--- src/rtl/load_store_unit_pkg.sv ---
// Shared types, byte-enable constants and request decode helpers for the load/store unit.
package load_store_unit_pkg;

    typedef enum logic [1:0] {
        LSU_IDLE = 2'd0,
        LSU_BUSY = 2'd1,
        LSU_DONE = 2'd2
    } lsu_state_t;

    typedef enum logic [2:0] {
        F3_LB  = 3'b000,
        F3_LH  = 3'b001,
        F3_LW  = 3'b010,
        F3_LBU = 3'b100,
        F3_LHU = 3'b101
    } load_funct3_t;

    typedef enum logic [2:0] {
        F3_SB = 3'b000,
        F3_SH = 3'b001,
        F3_SW = 3'b010
    } store_funct3_t;

    localparam logic [3:0] MBE_B = 4'b0001;
    localparam logic [3:0] MBE_H = 4'b0011;
    localparam logic [3:0] MBE_W = 4'b1111;

    // size is funct3[1:0]: 00 byte, 01 half, 10 word
    function automatic logic [3:0] lsu_mbe(input logic [1:0] size, input logic [1:0] offset);
        case (size)
            2'b00:   return MBE_B << offset;
            2'b01:   return MBE_H << offset;
            default: return MBE_W;
        endcase
    endfunction

    function automatic logic lsu_misaligned(input logic [1:0] size, input logic [1:0] offset);
        case (size)
            2'b00:   return 1'b0;
            2'b01:   return offset[0];
            default: return offset != 2'b00;
        endcase
    endfunction

    // Unsigned variants exist only for loads
    function automatic logic lsu_funct3_legal(input logic [2:0] funct3, input logic is_load);
        case (funct3)
            3'b000, 3'b001, 3'b010: return 1'b1;
            3'b100, 3'b101:         return is_load;
            default:                return 1'b0;
        endcase
    endfunction

    function automatic logic [31:0] lsu_wdata(input logic [1:0] size, input logic [31:0] data);
        case (size)
            2'b00:   return {4{data[7:0]}};
            2'b01:   return {2{data[15:0]}};
            default: return data;
        endcase
    endfunction

endpackage

--- src/rtl/load_store_unit_if.sv ---
// Request/response handshake and data-memory port of the load/store unit.
interface load_store_unit_if #(
    parameter int ADDR_W = 32
);
    logic              req_valid;
    logic              req_ready;
    logic              mem_read;
    logic              mem_write;
    logic [2:0]        funct3;
    logic [ADDR_W-1:0] addr;
    logic [31:0]       store_data;
    logic              resp_valid;
    logic              resp_err;
    logic [31:0]       load_data;
    logic [ADDR_W-1:0] dmem_addr;
    logic              dmem_read;
    logic              dmem_write;
    logic [3:0]        dmem_mbe;
    logic [31:0]       dmem_wdata;
    logic [31:0]       dmem_rdata;
    logic              dmem_resp;

    modport slave (
        input  req_valid, mem_read, mem_write, funct3, addr, store_data,
        output req_ready, resp_valid, resp_err, load_data,
        output dmem_addr, dmem_read, dmem_write, dmem_mbe, dmem_wdata,
        input  dmem_rdata, dmem_resp
    );

    modport master (
        output req_valid, mem_read, mem_write, funct3, addr, store_data,
        input  req_ready, resp_valid, resp_err, load_data,
        input  dmem_addr, dmem_read, dmem_write, dmem_mbe, dmem_wdata,
        output dmem_rdata, dmem_resp
    );

endinterface

--- src/rtl/lsu_load_align.sv ---
// Selects the addressed lane of a read word and sign/zero-extends it by load type.
module lsu_load_align
    import load_store_unit_pkg::*;
(
    input  logic [31:0] rdata,
    input  logic [1:0]  offset,
    input  logic [2:0]  funct3,
    output logic [31:0] data
);

    logic [31:0]        lane;
    logic signed [7:0]  lane_b;
    logic signed [15:0] lane_h;

    always_comb begin
        lane   = rdata >> {offset, 3'b000};
        lane_b = signed'(lane[7:0]);
        lane_h = signed'(lane[15:0]);
        case (funct3)
            F3_LB:   data = 32'(lane_b);
            F3_LH:   data = 32'(lane_h);
            F3_LBU:  data = {24'b0, lane[7:0]};
            F3_LHU:  data = {16'b0, lane[15:0]};
            default: data = lane;
        endcase
    end

endmodule

--- src/rtl/load_store_unit.sv ---
// Memory-stage load/store unit: one data-memory transaction per accepted request,
// stalling the pipeline (req_ready low) until the completion pulse.
module load_store_unit
    import load_store_unit_pkg::*;
#(
    parameter int ADDR_W = 32
) (
    input  logic             clk,
    input  logic             rst_n,
    load_store_unit_if.slave bus
);

    localparam logic [1:0] IDLE = LSU_IDLE;
    localparam logic [1:0] BUSY = LSU_BUSY;
    localparam logic [1:0] DONE = LSU_DONE;

    logic [1:0]  state;
    logic        accept;
    logic        req_err;
    logic [2:0]  f3_p1;
    logic [1:0]  off_p1;
    logic [31:0] aligned;

    assign bus.req_ready = (state == IDLE);
    assign accept        = bus.req_valid && bus.req_ready && (bus.mem_read || bus.mem_write);
    assign req_err       = (bus.mem_read && bus.mem_write)
                         || !lsu_funct3_legal(bus.funct3, bus.mem_read)
                         || lsu_misaligned(bus.funct3[1:0], bus.addr[1:0]);

    lsu_load_align u_align (
        .rdata  (bus.dmem_rdata),
        .offset (off_p1),
        .funct3 (f3_p1),
        .data   (aligned)
    );

    // Request capture: size and lane offset steer the load alignment at completion
    always_ff @(posedge clk) begin
        if (accept) begin
            f3_p1  <= bus.funct3;
            off_p1 <= bus.addr[1:0];
        end
    end

    always_ff @(posedge clk or negedge rst_n) begin
        if (!rst_n) begin
            state          <= IDLE;
            bus.dmem_addr  <= '0;
            bus.dmem_read  <= 1'b0;
            bus.dmem_write <= 1'b0;
            bus.dmem_mbe   <= '0;
            bus.dmem_wdata <= '0;
            bus.resp_valid <= 1'b0;
            bus.resp_err   <= 1'b0;
            bus.load_data  <= '0;
        end else begin
            case (state)
                IDLE: begin
                    if (accept && req_err) begin
                        state          <= DONE;
                        bus.resp_valid <= 1'b1;
                        bus.resp_err   <= 1'b1;
                        bus.load_data  <= '0;
                    end else if (accept) begin
                        state          <= BUSY;
                        bus.dmem_addr  <= {bus.addr[ADDR_W-1:2], 2'b00};
                        bus.dmem_read  <= bus.mem_read;
                        bus.dmem_write <= bus.mem_write;
                        bus.dmem_mbe   <= lsu_mbe(bus.funct3[1:0], bus.addr[1:0]);
                        bus.dmem_wdata <= bus.mem_write ? lsu_wdata(bus.funct3[1:0], bus.store_data) : '0;
                    end
                end
                BUSY: begin
                    if (bus.dmem_resp) begin
                        state          <= DONE;
                        bus.dmem_read  <= 1'b0;
                        bus.dmem_write <= 1'b0;
                        bus.resp_valid <= 1'b1;
                        bus.resp_err   <= 1'b0;
                        bus.load_data  <= bus.dmem_read ? aligned : '0;
                    end
                end
                DONE: begin
                    state          <= IDLE;
                    bus.resp_valid <= 1'b0;
                    bus.resp_err   <= 1'b0;
                end
                default: begin
                    state          <= IDLE;
                    bus.resp_valid <= 1'b0;
                    bus.resp_err   <= 1'b0;
                end
            endcase
        end
    end

endmodule

--- src/flat_wrapper.sv ---
// flat-port wrapper written by rule: the top's interface ports become plain ports
module load_store_unit_flat import load_store_unit_pkg::*;
#(
    parameter int ADDR_W = 32
)
  (clk, rst_n, bus_req_valid, bus_mem_read, bus_mem_write, bus_funct3, bus_addr, bus_store_data, bus_req_ready, bus_resp_valid, bus_resp_err, bus_load_data, bus_dmem_addr, bus_dmem_read, bus_dmem_write, bus_dmem_mbe, bus_dmem_wdata, bus_dmem_rdata, bus_dmem_resp);
  load_store_unit_if #(.ADDR_W(ADDR_W)) bus_i ();
  input  logic clk;
  input  logic rst_n;
  input wire logic [$bits(bus_i.req_valid)-1:0] bus_req_valid;
  input wire logic [$bits(bus_i.mem_read)-1:0] bus_mem_read;
  input wire logic [$bits(bus_i.mem_write)-1:0] bus_mem_write;
  input wire logic [$bits(bus_i.funct3)-1:0] bus_funct3;
  input wire logic [$bits(bus_i.addr)-1:0] bus_addr;
  input wire logic [$bits(bus_i.store_data)-1:0] bus_store_data;
  output wire logic [$bits(bus_i.req_ready)-1:0] bus_req_ready;
  output wire logic [$bits(bus_i.resp_valid)-1:0] bus_resp_valid;
  output wire logic [$bits(bus_i.resp_err)-1:0] bus_resp_err;
  output wire logic [$bits(bus_i.load_data)-1:0] bus_load_data;
  output wire logic [$bits(bus_i.dmem_addr)-1:0] bus_dmem_addr;
  output wire logic [$bits(bus_i.dmem_read)-1:0] bus_dmem_read;
  output wire logic [$bits(bus_i.dmem_write)-1:0] bus_dmem_write;
  output wire logic [$bits(bus_i.dmem_mbe)-1:0] bus_dmem_mbe;
  output wire logic [$bits(bus_i.dmem_wdata)-1:0] bus_dmem_wdata;
  input wire logic [$bits(bus_i.dmem_rdata)-1:0] bus_dmem_rdata;
  input wire logic [$bits(bus_i.dmem_resp)-1:0] bus_dmem_resp;
  assign bus_i.req_valid = bus_req_valid;
  assign bus_i.mem_read = bus_mem_read;
  assign bus_i.mem_write = bus_mem_write;
  assign bus_i.funct3 = bus_funct3;
  assign bus_i.addr = bus_addr;
  assign bus_i.store_data = bus_store_data;
  assign bus_req_ready = bus_i.req_ready;
  assign bus_resp_valid = bus_i.resp_valid;
  assign bus_resp_err = bus_i.resp_err;
  assign bus_load_data = bus_i.load_data;
  assign bus_dmem_addr = bus_i.dmem_addr;
  assign bus_dmem_read = bus_i.dmem_read;
  assign bus_dmem_write = bus_i.dmem_write;
  assign bus_dmem_mbe = bus_i.dmem_mbe;
  assign bus_dmem_wdata = bus_i.dmem_wdata;
  assign bus_i.dmem_rdata = bus_dmem_rdata;
  assign bus_i.dmem_resp = bus_dmem_resp;
  load_store_unit #(.ADDR_W(ADDR_W)) u_core (.clk(clk), .rst_n(rst_n), .bus(bus_i));
endmodule
--- config.mk ---
export PLATFORM = sky130hd
export DESIGN_NAME = load_store_unit_flat
export DESIGN_NICKNAME = d
export VERILOG_FILES = /design/src/rtl/load_store_unit_pkg.sv /design/src/rtl/load_store_unit_if.sv /design/src/rtl/lsu_load_align.sv /design/src/rtl/load_store_unit.sv /design/src/flat_wrapper.sv
export SDC_FILE = /design/constraint.sdc
export NUM_CORES = 1
export LEC_CHECK = 0
export BUFFER_PORTS_ARGS = -buffer_cell sky130_fd_sc_hd__buf_4
export CORE_MARGIN = 5
export CORE_UTILIZATION = 50
export DETAILED_ROUTE_END_ITERATION = 8
export PLACE_DENSITY = 0.77
export SLEW_MARGIN = 20
export SYNTH_ARGS = -nofsm -noshare
export SYNTH_HDL_FRONTEND = slang
export SYNTH_HIERARCHICAL = 1
export SYNTH_SLANG_ARGS = --single-unit
export TNS_END_PERCENT = 1
--- constraint.sdc ---
create_clock -name clk -period 2.1 [get_ports clk]
set_input_delay 0.21 -clock clk [delete_from_list [all_inputs] [get_ports clk]]
set_output_delay 0.21 -clock clk [all_outputs]
set_load 0.005 [all_outputs]
==> metrics.txt <==
Crit path max-delay family compound AO/OA/AOI/OAI gates; Initial Util 51.0%; Unique masters post-synth 36; Clock Tree Buf Depth 2; GR Util All Layers about a quarter; area delta synth->final 34.4%; Yosys reg bits 109; Post-synth EDFFs 5; vias about 4.7k; worst hold start bus_addr[1]; initial antenna violation count 0; die height 115 µm; Syn Area/Cell 10.2 µm²; CTS tree done; Post-Syn Area 0.00553 mm²; Synth Warn # 6; input/output buffers between 200 and 250; synthesized instance count 541; minimum clock period 1.91 ns; # diodes 0; period utilization approximately nine tenths; chip width 115 µm; CP arrival 2.14 ns; fraction of registers with async set/reset between 90 and 100%; setup_tns 0 ns; vias in the first global route 4,891; die area around 0.013 mm²; Initial DRC Count approximately 330; Worst Hold Class primary input to flop; Worst-Skew Late Latency 0.37 ns; pin count of the biggest net entering global routing 63; clock sink count about 110; Post-route DRC 0; CP Max Fanout 16; H-Tree Depth 3; WS Path Type flop to flop; required time of the worst setup path 2.33 ns; first-pass GRT wire length 24,500 µm; most frequent cells in the layout buf_4, nand2_1, dfrtp_1, mux2i_1, mux2_2; # setup viols final 0; Max-Cap Viols 0; Worst R2R Start u_core/off_p1[0]; commonest non-fill, non-tap cell in the layout buf_4; Finished Core Util approximately two thirds; Avg WL per Cell 17.6 µm; slowest stage cell, crit path edfxtp_1; CTS buffer count 9; fill cell count 882; P_leak 3.58 nW; Worst-Margin Slew about 0.7 ns; gr ovfl total 0; Worst slew margin 52.1%; final hold viol count 0; WP buf/inv 0; Routed Antenna Nets 0; fmax 523 MHz; Max IR drop VDD approximately 0.64 mV; first-pass iteration count of the detailed router 5; post-synthesis sequential area ratio 49.8%; Clock Skew 0.00629 ns; clk slew on worst S/H paths ~0.10 ns; Final Slew Violations 0; Core ar. 0.0108 mm²; # rows 38; critical path's most frequent cell mux2i_1; clock root buffer clkbuf_8; unrepaired setup endpoints after global routing no; top_reg_cell synth dfrtp_1; final weighted congestion in routability-driven placement 0.901; post-CTS setup buffers 0; Largest stage delay, worst path just over 0.5 ns; dpl hpwl 11,900 µm; Top-Level Pins 210; vias per inst about 5.4; status finished, final reports clean; Layout Nets 844; DRT Wirelength 15,600 µm; Crit. End Element flop; fraction of layout cells with a size suffix above 1 39.8%; Power Dens Cells between 800 and 900 mW/mm²; worst-path cell chain mux2i_1 -> mux2i_1 -> o211ai_4 -> o21ai_0 -> nand2_1 -> o22ai_1; crit path from u_core/off_p1[0]; Worst setup SP type flop
==> through the flow <==
stage	hold WS [ns]	power [mW]	setup WS [ns]	instances	instance area [µm²]
finish	0.0652	6.08	0.187	883	7430
global route	0.0438	6.46	0.0557	883	7430
CTS	0.00753	6.15	0.0467	882	7410
detailed placement	0.267	4.88	0.0663	866	7220
global placement	0.259	4.83	0.113	866	7220
floorplan	-0.0856	3.66	0.116	542	5530
==> power by group <==
group	internal (mW)	switching, mW
combinational	1.15	0.790
clock	0.553	0.694
sequential	2.60	0.300
==> registers in the layout, indices dropped and copies added, names as in the netlist <==
signal and flops:
u_core/state 2, u_core/bus.dmem_addr 30, u_core/f3_p1 3, u_core/bus.dmem_write 1, u_core/bus.dmem_mbe 4, u_core/bus.resp_valid 1
u_core/bus.load_data 32, u_core/bus.dmem_read 1, u_core/bus.dmem_wdata 32, u_core/bus.resp_err 1, u_core/off_p1 2
==> timing repair <==
action	CTS	global route
resized for setup	0	1
hold endpoints to repair	42	1
setup endpoints to repair	0	9
hold buffers	1	1
==> logic make-up after synthesis <==
group           synth area share [%]
simple gates                    12.3
mux                             19.6
compound gates                  12.2
buf+inv                         6.02
flops                           49.8
other cells                   0.0678
==> synth_stat cells, drive strengths merged, types with 2 or more instances <==
| library cell | instances | area [µm²] |
|---|---|---|
| nand2 | 112 | 420 |
| dfrtp | 104 | 2600 |
| mux2i | 53 | 531 |
| mux2 | 49 | 552 |
| o21ai | 32 | 168 |
| o22ai | 31 | 194 |
| clkbuf | 24 | 90.1 |
| inv | 22 | 82.6 |
| nor2 | 22 | 82.6 |
| buf | 17 | 160 |
| nor2b | 17 | 106 |
| a211oi | 14 | 105 |
| a21boi | 9 | 71.3 |
| a21oi | 9 | 45.0 |
| edfxtp | 5 | 150 |
| and2 | 4 | 25.0 |
| nand2b | 3 | 26.3 |
| a21o | 2 | 15.0 |
| a22o | 2 | 17.5 |
| o211ai | 2 | 20.0 |
==> worst paths after layout <==
kind	end	slack, ns	cells past startpoint
worst max register to register	u_core/bus.load_data[19]	0.19	6
worst min register to register	u_core/bus.dmem_addr[19]	0.52	1
max in group asynchronous	u_core/bus.load_data[23]	1.00	3
worst min-delay path	u_core/off_p1[1]	0.07	1
worst max-delay path	u_core/bus.load_data[19]	0.19	6
min in group asynchronous	u_core/bus.load_data[22]	0.39	2
==> routing by layer <==
metal,vias to the layer above,share of wire [%],GRT usage [%]
met4,0,1.7,8.06
li1,2247,-,-
met3,19,11,8.63
met1,2274,39,29.4
met2,202,48,37.8
met5,-,0,0
==> cell type report <==
cell class | count | area (µm²) | share of cell area, %
sequential | 109 | 2750 | 37.0
multi-input combinational | 370 | 2470 | 33.2
timing repair buffer | 227 | 1770 | 23.8
tap | 140 | 175 | 2.36
clock buffer | 12 | 135 | 1.82
inverter | 22 | 82.6 | 1.11
clock inverter | 3 | 46.3 | 0.623
(Power assumes the default switching activity.)
